### src/rtl/fetch_ctrl_pkg.sv
// fetch_ctrl_pkg: state encoding and defaults
// shared by the fetch sequencing controller.
package fetch_ctrl_pkg;
  typedef enum logic [1:0] {
    BOOT = 2'd0,
    RUN  = 2'd1,
    WAIT = 2'd2
  } state_t;

  localparam int CNT_W_DEF = 16;
endpackage

### src/rtl/fetch_ctrl_if.sv
// fetch_ctrl_if: instruction-memory req/ready
// handshake between fetch control and imem.
interface fetch_ctrl_if;
  logic req;
  logic ready;

  modport master (output req, input ready);
  modport slave  (input req, output ready);
endinterface

### src/rtl/fetch_ctrl_hazard_detect.sv
// hazard_detect: load-use compare between the
// load in EX and the sources of the ID instruction.
module hazard_detect (
  input  logic       mem_read,
  input  logic [4:0] ex_rt,
  input  logic [4:0] rs,
  input  logic [4:0] rt,
  output logic       hz
);
  assign hz = mem_read && (ex_rt != 5'd0) &&
              ((ex_rt == rs) || (ex_rt == rt));
endmodule

### src/rtl/fetch_ctrl.sv
// fetch_ctrl: PC/IF-ID sequencing with buffered
// redirects and saturating stall/flush counters.
import fetch_ctrl_pkg::*;

module fetch_ctrl #(
  parameter int CNT_W = CNT_W_DEF
) (
  input  logic             clk,
  input  logic             rst,
  input  logic             ex_mem_pc_src,
  input  logic [31:0]      ex_mem_npc,
  input  logic             id_ex_mem_read,
  input  logic [4:0]       id_ex_rt,
  input  logic [4:0]       if_id_rs,
  input  logic [4:0]       if_id_rt,
  fetch_ctrl_if.master     imem,
  output logic             pc_write,
  output logic             pc_sel,
  output logic [31:0]      redirect_pc,
  output logic             if_id_write,
  output logic             if_id_flush,
  output logic             id_ex_flush,
  output logic             ex_mem_flush,
  output logic [CNT_W-1:0] stall_cnt,
  output logic [CNT_W-1:0] flush_cnt
);
  state_t      state, nxt;
  logic        pend, pend_nxt;
  logic [31:0] pend_pc, pend_pc_nxt;
  logic        hz;
  logic        stall_inc, flush_inc;

  hazard_detect u_hz (
    .mem_read (id_ex_mem_read),
    .ex_rt    (id_ex_rt),
    .rs       (if_id_rs),
    .rt       (if_id_rt),
    .hz       (hz)
  );

  assign redirect_pc = ex_mem_pc_src ? ex_mem_npc
                                     : pend_pc;

  always_ff @(posedge clk) begin
    if (rst) begin
      state     <= BOOT;
      pend      <= 1'b0;
      pend_pc   <= '0;
      stall_cnt <= '0;
      flush_cnt <= '0;
    end else begin
      state   <= nxt;
      pend    <= pend_nxt;
      pend_pc <= pend_pc_nxt;
      if (stall_inc && stall_cnt != '1)
        stall_cnt <= stall_cnt + 1'b1;
      if (flush_inc && flush_cnt != '1)
        flush_cnt <= flush_cnt + 1'b1;
    end
  end

  always_comb begin
    nxt          = state;
    pend_nxt     = pend;
    pend_pc_nxt  = pend_pc;
    imem.req     = 1'b0;
    pc_write     = 1'b0;
    pc_sel       = 1'b0;
    if_id_write  = 1'b0;
    if_id_flush  = 1'b0;
    id_ex_flush  = 1'b0;
    ex_mem_flush = 1'b0;
    stall_inc    = 1'b0;
    flush_inc    = 1'b0;
    if (rst) begin
      if_id_flush  = 1'b1;
      id_ex_flush  = 1'b1;
      ex_mem_flush = 1'b1;
    end else begin
      unique case (state)
        BOOT: begin
          imem.req    = 1'b1;
          if_id_flush = 1'b1;
          nxt         = RUN;
        end
        RUN, WAIT: begin
          imem.req = 1'b1;
          // rules overlap, so the first match wins
          priority case (1'b1)
            ex_mem_pc_src: begin
              if_id_flush  = 1'b1;
              id_ex_flush  = 1'b1;
              ex_mem_flush = 1'b1;
              flush_inc    = 1'b1;
              if (imem.ready) begin
                pc_sel   = 1'b1;
                pc_write = 1'b1;
                pend_nxt = 1'b0;
                nxt      = RUN;
              end else begin
                pend_pc_nxt = ex_mem_npc;
                pend_nxt    = 1'b1;
                nxt         = WAIT;
              end
            end
            hz: begin
              id_ex_flush = 1'b1;
              stall_inc   = 1'b1;
              if (!imem.ready) nxt = WAIT;
            end
            !imem.ready: begin
              if_id_flush = 1'b1;
              stall_inc   = 1'b1;
              nxt         = WAIT;
            end
            pend: begin
              pc_sel      = 1'b1;
              pc_write    = 1'b1;
              if_id_flush = 1'b1;
              pend_nxt    = 1'b0;
              nxt         = RUN;
            end
            default: begin
              pc_write    = 1'b1;
              if_id_write = 1'b1;
              nxt         = RUN;
            end
          endcase
        end
        default: nxt = BOOT;
      endcase
    end
  end
endmodule

### src/flat_wrapper.sv
// flat-port wrapper written by rule: the top's interface ports become plain ports
module fetch_ctrl_flat 
#(
  parameter int CNT_W = CNT_W_DEF
)
  (clk, rst, ex_mem_pc_src, ex_mem_npc, id_ex_mem_read, id_ex_rt, if_id_rs, if_id_rt, pc_write, pc_sel, redirect_pc, if_id_write, if_id_flush, id_ex_flush, ex_mem_flush, stall_cnt, flush_cnt, imem_req, imem_ready);
  fetch_ctrl_if imem_i ();
  input  logic clk;
  input  logic rst;
  input  logic ex_mem_pc_src;
  input  logic [31:0] ex_mem_npc;
  input  logic id_ex_mem_read;
  input  logic [4:0] id_ex_rt;
  input  logic [4:0] if_id_rs;
  input  logic [4:0] if_id_rt;
  output logic pc_write;
  output logic pc_sel;
  output logic [31:0] redirect_pc;
  output logic if_id_write;
  output logic if_id_flush;
  output logic id_ex_flush;
  output logic ex_mem_flush;
  output logic [CNT_W-1:0] stall_cnt;
  output logic [CNT_W-1:0] flush_cnt;
  output wire logic [$bits(imem_i.req)-1:0] imem_req;
  input wire logic [$bits(imem_i.ready)-1:0] imem_ready;
  assign imem_req = imem_i.req;
  assign imem_i.ready = imem_ready;
  fetch_ctrl #(.CNT_W(CNT_W)) u_core (.clk(clk), .rst(rst), .ex_mem_pc_src(ex_mem_pc_src), .ex_mem_npc(ex_mem_npc), .id_ex_mem_read(id_ex_mem_read), .id_ex_rt(id_ex_rt), .if_id_rs(if_id_rs), .if_id_rt(if_id_rt), .imem(imem_i), .pc_write(pc_write), .pc_sel(pc_sel), .redirect_pc(redirect_pc), .if_id_write(if_id_write), .if_id_flush(if_id_flush), .id_ex_flush(id_ex_flush), .ex_mem_flush(ex_mem_flush), .stall_cnt(stall_cnt), .flush_cnt(flush_cnt));
endmodule
### config.mk
export PLATFORM = sky130hd
export DESIGN_NAME = fetch_ctrl_flat
export DESIGN_NICKNAME = d
export VERILOG_FILES = /design/src/rtl/fetch_ctrl_pkg.sv /design/src/rtl/fetch_ctrl_if.sv /design/src/rtl/fetch_ctrl_hazard_detect.sv /design/src/rtl/fetch_ctrl.sv /design/src/flat_wrapper.sv
export SDC_FILE = /design/constraint.sdc
export NUM_CORES = 1
export LEC_CHECK = 0
export CAP_MARGIN = 20
export CELL_PAD_IN_SITES_DETAIL_PLACEMENT = 1
export CELL_PAD_IN_SITES_GLOBAL_PLACEMENT = 2
export CORE_ASPECT_RATIO = 2
export CORE_MARGIN = 2
export CORE_UTILIZATION = 26
export DETAILED_ROUTE_END_ITERATION = 10
export PLACE_DENSITY_LB_ADDON = 0.2
export SYNTH_ARGS = -nofsm -noshare
export SYNTH_HDL_FRONTEND = slang
export SYNTH_HIERARCHICAL = 1
export SYNTH_SLANG_ARGS = --single-unit
### constraint.sdc
create_clock -name clk -period 2.7 [get_ports clk]
set_clock_uncertainty 0.2 [all_clocks]
set_input_delay 0.54 -clock clk [delete_from_list [all_inputs] [get_ports clk]]
set_output_delay 0.54 -clock clk [all_outputs]
set_load 0.02 [all_outputs]
---- After elaboration in Yosys (flattened, before gate mapping) ----
Index checks and enable logic that the tools add are counted.
storage, ports and cells
  output and inout bits ................... 71
  register bits ........................... 67
  bits of input ports ..................... 52
cells by class
  mux-type cells .......................... 46
  reductions and logical operators ........ 12
  bitwise operators ....................... 1
  add/sub/neg operators ................... 2
  equality and inequality tests ........... 8
operators by type and width
  cell                     count
  $mux W1                  39
  $add A16 B1 Y16 const B  2
  $mux W32                 1
  $ne A16 B16 Y1 const B   2
  $eq A5 B5 Y1             2
  $mux W2                  4
  $reduce_and A3 Y1        2
  $reduce_bool A5 Y1       1
  $logic_and A1 B1 Y1      4
  $ne A4 B4 Y1 const B     1
  $pmux W2 S2              1
  $reduce_or A3 Y1         1
  $eq A2 B1 Y1 const B     1
  $eq A2 B2 Y1 const B     1
  $logic_not A2 Y1         1
  $ne A2 B2 Y1 const B     1
  $pmux W1 S2              1
  $reduce_bool A2 Y1       1
  $reduce_or A2 Y1         1
  $logic_or A1 B1 Y1       1
  $not A1 Y1               1

---- Longest topological paths before layout ----
Gate-level depths: netlist (run 1).
  depth in word-level cells ............... 8
  mapped depth ............................ 8
  depth with buffers taken out ............ 8

---- Cells and area by module ----
Netlist (run 1), hierarchy kept.
modules (own cells, without submodules)
  module         area an instance (µm²)  seq. area each (µm²)  cells an instance  instances
  fetch_ctrl     3455.8                  1341.3                414                1
  hazard_detect  125.1                   0.0                   17                 1

---- Least setup slack after synthesis (run 1) ----
No wires, ideal clock.
  path type ............................... input to output
  from .................................... input port id_ex_rt[1]
  to ...................................... output port pc_sel
  buffers on the path ..................... 0
  path slack .............................. -0.292 ns
  required time ........................... 1.960 ns
  stages on the path ...................... 6
  arrival ................................. 2.252 ns
  path through ............................ or4_1 > o21ai_1 > a21oi_1 > nor2b_1 > nor3_1 > o21a_1
between the ends
  word-level cells in the longest chain between the ends .. 7
  elaborated cells between the ends (all ways) .. 10
RTL lines
  element                                                    RTL line                                                        text
  from (decl)                                                flat_wrapper.sv:13                                              input logic [4:0] id_ex_rt;
  $eq A5 B5 Y1 or $reduce_bool A5 Y1 (tied branches)         fetch_ctrl_hazard_detect.sv:11, fetch_ctrl_hazard_detect.sv:10
  $logic_or A1 B1 Y1 or $logic_and A1 B1 Y1 (tied branches)  fetch_ctrl_hazard_detect.sv:11, fetch_ctrl_hazard_detect.sv:10
  $logic_and A1 B1 Y1 *                                      fetch_ctrl_hazard_detect.sv:10                                  assign hz = mem_read && (ex_rt != 5'd0) &&
  net u_core.hz                                              fetch_ctrl.sv:30                                                logic hz;
  $mux W1 * (2 in a row)                                     fetch_ctrl.sv:89                                                priority case (1'b1)
  $mux W1 *                                                  fetch_ctrl.sv:80                                                unique case (state)
  $mux W1 *                                                  fetch_ctrl.sv:75                                                if (rst) begin
  to (decl)                                                  flat_wrapper.sv:17                                              output logic pc_sel;
The timed path passes the listed nets; every way through them passes the cells marked *.

---- Worst setup path in the final report (run 1) ----
  from .................................... input port id_ex_rt[4]
  to ...................................... output port if_id_write
between the ends
  word-level cells in the longest chain between the ends .. 7
  elaborated cells between the ends (all ways) .. 10
RTL lines
  element                                                    RTL line                                                        text
  $eq A5 B5 Y1 or $reduce_bool A5 Y1 (tied branches)         fetch_ctrl_hazard_detect.sv:11, fetch_ctrl_hazard_detect.sv:10
  $logic_or A1 B1 Y1 or $logic_and A1 B1 Y1 (tied branches)  fetch_ctrl_hazard_detect.sv:11, fetch_ctrl_hazard_detect.sv:10
  $logic_and A1 B1 Y1 *                                      fetch_ctrl_hazard_detect.sv:10
  net u_core.hz                                              fetch_ctrl.sv:30
  $mux W1 * (2 in a row)                                     fetch_ctrl.sv:89
  $mux W1 *                                                  fetch_ctrl.sv:80
  $mux W1 *                                                  fetch_ctrl.sv:75
  to (decl)                                                  flat_wrapper.sv:19                                              output logic if_id_write;
Marks and branches as above.

==> run metrics, run 1 <==
Routed met3 length=381 µm; Post-Synth Adder-Cell Area=1.40%; crit path DAT=2.00 ns; startpoint types=input port; # fillers=1595; post-cts hold buffer count=0; top-count cell post-synth=nand2_1; Synth Register Bits=67; slew margin rel.=53.7%; crit path kind=input port to primary output; Avg Cell Area, Syn=8.31 µm²; ys async rst share=0%; Mapped Nets=487; library cells used by synthesis=49; Sw Ratio=26.0%; Initial Utilization=26.6%; Lkg Pwr=1.98 nW; Clk network pwr share=42.7%; H-tree levels=3; Tmin final=2.74 ns; VDD IR-drop max=285 µV; Sw Pwr=0.697 mW; share of cells above drive strength 1=21.0%; largest net degree at the start of global routing=33; die width=87.0 µm; Worst Tran Pin Value=0.689 ns; die height=170 µm; synthesized area=0.00358 mm²; Total Power=2.68 mW; Synth Area in XOR/XNOR=2.45%; Global Route Usage Sum=16.9%; drt wl/cell=16.5 µm; Simple-Gate Fraction of Synth Area=26.2%; vias=3736; fin nets=628; die area=0.0148 mm²; Antenna Cells=0; Port Buffers=122; io pins=123; worst hold path class=flip-flop to flip-flop; status=finished, violations left; fin worst setup slack=-0.0439 ns; max layer used=met4; RSZ-0062 raised after global routing=yes; total global routing overflow=0; Core Region=0.0134 mm²; final hold violations=0; register area=0.00134 mm²; total CTS buffers=9; Req. time, crit path=1.96 ns; most area-consuming cells after synthesis=dfxtp_1 (37%), mux2_2 (12%), nand2_1 (8.6%); number of synthesized flops with an enable pin=0; Commonest cells post-synth=nand2_1 (82), dfxtp_1 (67), a21oi_1 (57); row count=60; Worst setup EP type=primary output; WL final=12.1 mm; Reg2Reg Setup Slack=0.24 ns; initial antenna violation count=0; register area share after synthesis=37.5%; largest family of logic cells by synthesized area=simple AND/OR/NAND/NOR gates; Tcrit/Tclk final=102%; routability cong.=0.793; Initial DRC Count=84; vias in the first global route=4060; Inst Count DP=714; fmax=0.364 GHz; Compound-Gate Fraction of Synth Area=14.9%; Worst-path clk slew=0.06 ns; critical-path maximum fanout=4; multiplexer share of the synthesized area=13.4%; Area Growth Syn to Fin=52.7%; dominant synthesized flop cell=dfxtp_1; synthesized instance count=431; yosys warns=6; failing checks=negative setup slack; multi-input logic area=0.00214 mm²; cell taking the most area after synthesis=dfxtp_1; M1 wire length=4.18 mm; Flop pwr share=38.7%; CTS sink cnt=67; clock latency on the worst-skew pair=0.33 ns; P_int=1.99 mW; Post-route DRC=0; fin. max-slew vios=0; ANT nets after route=0; Comb power frac=18.6%; post-route insts no fill=732; CTS max path bufs=2; dpl hpwl=9.27 mm; maxcap violations=0; global-route wire length before repair=19.8 mm; Final setup viols=1; share of the synthesized area in the top cell type=37.5%; vias per cell=5.10; power density over cell area=491 mW/mm²; Pre-antenna DRT Iters=4; met2 WL=7.27 mm; clock root cell=clkbuf_16; CTS tree=done
==> logic make-up (layout without fill, tap and decap cells) <==
logic type,Yosys count,count (layout)
compound gates,91,91
xor+xnor,10,10
fa+ha+maj,4,4
buf+inv,35,181
flops,67,67
mux,43,43
simple gates,181,181
==> power groups by stage <==
stage / clock [mW] / combinational, mW / sequential (mW)
final: 1.15 / 0.499 / 1.04
after global routing: 1.24 / 0.544 / 1.04
after CTS: 1.20 / 0.505 / 1.04
after detailed placement: 0 / 0.508 / 1.06
after global placement: 0 / 0.502 / 1.06
after floorplan: 0 / 0.249 / 1.06
==> metal layers <==
layer | track usage (%) | vias up
met5 | 0 | -
met4 | 6.45 | 0
met3 | 3.20 | 15
met2 | 34.0 | 78
met1 | 16.0 | 1808
li1 | - | 1835
==> flip-flops by register name, indices dropped and copies added (netlist names) <==
name	cells
u_core/flush_cnt	16
u_core/pend	1
u_core/pend_pc	32
u_core/stall_cnt	16
u_core/state	2
==> cell usage in the layout (no fill, tap or decap), types with 4 or more instances in the layout <==
cell	n
clkbuf_16	9
inv_1	8
ha_1	4
dlygate4sd2_1	4
nor4_2	4
mux2i_1	4
buf_2	5
mux2_2	39
nor4_1	6
or4_1	8
buf_6	4
nand3_1	10
a21oi_1	56
xor2_1	6
xnor2_1	4
clkdlybuf4s50_1	99
nor3_1	7
nand2_1	82
o21ai_0	5
nor2b_1	8
buf_4	35
nor2_1	13
o31ai_1	9
or3_1	4
nand4_1	12
dfxtp_1	67
o41ai_1	4
==> worst max-delay path: stages <==
cell	delay [ns]
buf_6	0.09
or4_4	0.52
o21ai_2	0.13
a21oi_2	0.07
or3_4	0.37
nor3_2	0.11
buf_4	0.17
==> final cells by class <==
cell class | instances | share of cell area [%]
timing repair buffer | 157 | 26.9
tap | 155 | 3.55
clock inverter | 5 | 0.984
inverter | 8 | 0.549
clock buffer | 11 | 4.26
multi-input combinational | 329 | 39.2
sequential | 67 | 24.5
==> path summary, 6_finish.rpt <==
path | start | to | cells past startpoint
worst max-delay path | id_ex_rt[4] | if_id_write | 7
worst min-delay path | u_core/pend_pc[6] | u_core/pend_pc[6] | 2
worst min register to register | u_core/pend_pc[6] | u_core/pend_pc[6] | 2
worst max register to register | u_core/state[0] | u_core/flush_cnt[10] | 7
==> metrics by stage <==
stage	setup slack [ns]	hold WS, ns	TNS [ns]	util (%)	instance area (µm²)
after global placement	-0.890	0.241	-13.63	38.3	5150
final	-0.0439	0.256	-0.0439	40.7	5470
after floorplan	-0.0716	0.234	-0.0716	-	3590
after global routing	-0.0996	0.288	-1.07	40.7	5470
after CTS	-0.145	0.258	-0.244	40.5	5440
after detailed placement	-0.936	0.250	-14.29	38.3	5150
==> repair_timing <==
| item | 4_1_cts | 5_1_grt |
|---|---|---|
| setup endpoints to repair | 22 | 48 |
| buffers inserted | 2 | 1 |
| pin swaps | 13 | 19 |
| gates resized for setup | 60 | 17 |
No activity file was read; power rests on OpenSTA's default activity.
==> inputs of run 2 (changes only) <==
--- a/config.mk
+++ b/config.mk
@@ -12,6 +12,7 @@
 export CORE_MARGIN = 2
 export CORE_UTILIZATION = 26
 export DETAILED_ROUTE_END_ITERATION = 10
+export GPL_TIMING_DRIVEN = 0
 export PLACE_DENSITY_LB_ADDON = 0.2
 export SYNTH_ARGS = -nofsm -noshare
 export SYNTH_HDL_FRONTEND = slang
==> run 2 against run 1 <==
Against the previous run: the run still ends with negative setup slack left; combinational power shrank 4.8%; die area is the same; setup slack lost 0.0038 ns; sequential cell count is the same; sequential share of layout area grew 0.62 points; critical path type unchanged; largest cell class unchanged; highest routed layer unchanged.
==> run metrics, run 2 (synthesized netlist as in run 1, its figures left out) <==
slew margin rel.=54.8%; H-tree levels=3; Tmin final=2.75 ns; Worst setup EP type=primary output; Global Route Usage Sum=17.3%; Place WS=-1.12 ns; Reg2Reg Setup Slack=0.11 ns; Tcrit/Tclk final=102%; Antenna Cells=0; final hold violations=0; Pre-antenna DRT Iters=4; Port Buffers=119; maxcap violations=0; Regs by FF count=u_core/pend_pc: 32 flops, u_core/flush_cnt: 16 flops, u_core/stall_cnt: 16 flops; Inst Count DP=705; status=finished, violations left; hold path endpoint=u_core/pend_pc[7]; vias per cell=5.08; Worst Tran Pin Value=0.673 ns; clock root cell=clkbuf_16; routability cong.=0.835; Slowest-stage cell, CP=or4_4; total CTS buffers=9; post-cts hold buffer count=0; M1 wire length=4.34 mm; commonest non-fill, non-tap cell in the layout=nand2_1; fmax=0.364 GHz; Final setup viols=3; max reg flops=32; reg-to-reg critical path endpoint=u_core/flush_cnt[9]; worst hold start=u_core/pend_pc[7]; VDD IR-drop max=291 µV; CTS tree=done; dpl hpwl=9.58 mm; Max stage delay on crit path=0.53 ns; failing checks=negative setup slack; Worst-path clk slew=0.05 ns; setup TNS=-0.0912 ns; row count=60; die height=170 µm; share of cells above drive strength 1=17.3%; crit path DAT=2.01 ns; critical-path maximum fanout=5; Req. time, crit path=1.96 ns; worst-path cell chain=buf_8, or4_4, o21ai_4, a21oi_4, nor2b_4, nor3_4, o21a_1, buf_6; post-route insts no fill=723; Min Hold Slack=0.251 ns; Post-route DRC=0; fin worst setup slack=-0.0477 ns; startpoint types=input port; Routed met3 length=430 µm; io pins=123; clock latency on the worst-skew pair=0.32 ns; fin. max-slew vios=0; die area=0.0148 mm²; Lkg Pwr=1.94 nW; r2r startpoint=u_core/state[1]; met2 WL=7.32 mm; CTS max path bufs=2; fin nets=620; vias in the first global route=4036; Initial Utilization=26.6%; vias=3675; register bank with the most flops=u_core/pend_pc; Area Growth Syn to Fin=49.0%; power density over cell area=493 mW/mm²; ANT nets after route=0; RSZ-0062 raised after global routing=yes; largest net degree at the start of global routing=11; WL final=12.4 mm; worst hold path class=flip-flop to flip-flop; CTS sink cnt=67; die width=87.0 µm; crit path kind=input port to primary output; initial antenna violation count=0; drt wl/cell=17.1 µm; Initial DRC Count=112; max layer used=met4; global-route wire length before repair=20.2 mm; R2R cell count=6; Core Region=0.0134 mm²; commonest cells after routing, fill and taps aside=nand2_1 (81), clkdlybuf4s50_1 (79), dfxtp_1 (67); WHS Path Cells=2; total global routing overflow=0
run 2: cell count changes in the layout (fill, tap and decap cells not counted), moves of 2 or more:
cell	change
buf_4	-27
clkdlybuf4s50_1	-20
dlygate4sd2_1	+18
clkbuf_1	+12
clkdlybuf4s15_1	+4
buf_6	+3
clkbuf_8	+3
buf_12	-2
clkbuf_4	+2
nor4_1	+2
nor4_2	-2
run 2: cell type report:
| class | instances | area, µm² |
|---|---|---|
| clock inverter | 2 | 10.0 |
| timing repair buffer | 122 | 1180 |
| inverter | 8 | 30.0 |
| sequential | 67 | 1340 |
| fill | 1596 | 8100 |
| clock buffer | 13 | 270 |
| tap | 155 | 194 |
| multi-input combinational | 329 | 2160 |
| buffer | 27 | 154 |
run 2: how the worst max path moves through the flow:
stage,endpoint,cells after the start,startpoint
3_5_place_dp,pc_sel,9,id_ex_rt[0]
3_3_place_gp,pc_sel,9,id_ex_rt[3]
4_1_cts,pc_sel,8,id_ex_rt[3]
6_report,pc_sel,8,id_ex_rt[3]
5_1_grt,if_id_flush,10,id_ex_rt[3]
2_1_floorplan,pc_sel,6,id_ex_rt[1]
run 2: through the flow:
stage	power (mW)	utilization [%]	cell area, µm²
2_1_floorplan	1.31	-	3590
3_3_place_gp	1.54	37.0	4980
3_5_place_dp	1.54	37.0	4980
4_1_cts	2.67	39.3	5280
5_1_grt	2.76	39.7	5330
6_report	2.63	39.7	5330
run 2: power by group:
group / leakage (nW) / internal (mW) / total [mW] / switching, mW
logic: 1.26 / 0.225 / 0.475 / 0.250
clock network: 0.141 / 0.689 / 1.11 / 0.425
registers: 0.542 / 1.02 / 1.04 / 0.0193
total: 1.94 / 1.93 / 2.63 / 0.694
run 2: per-layer routing:
layer	vias to the layer above	GRT usage [%]
li1	1812	-
met1	1768	16.6
met2	79	34.6
met3	16	2.91
met4	0	7.13
met5	-	0
run 2: timing repair:
action | 4_1_cts | 5_1_grt
gates resized for setup | 99 | 20
setup buffers | 2 | 1
pin swaps | 14 | 10
endpoints found under the setup margin | 55 | 21
run 2: critical path, delay by kind of cell:
kind	cells	cell delay, ns
simple gates	3	0.86
compound gates	3	0.39
buf+inv	2	0.22
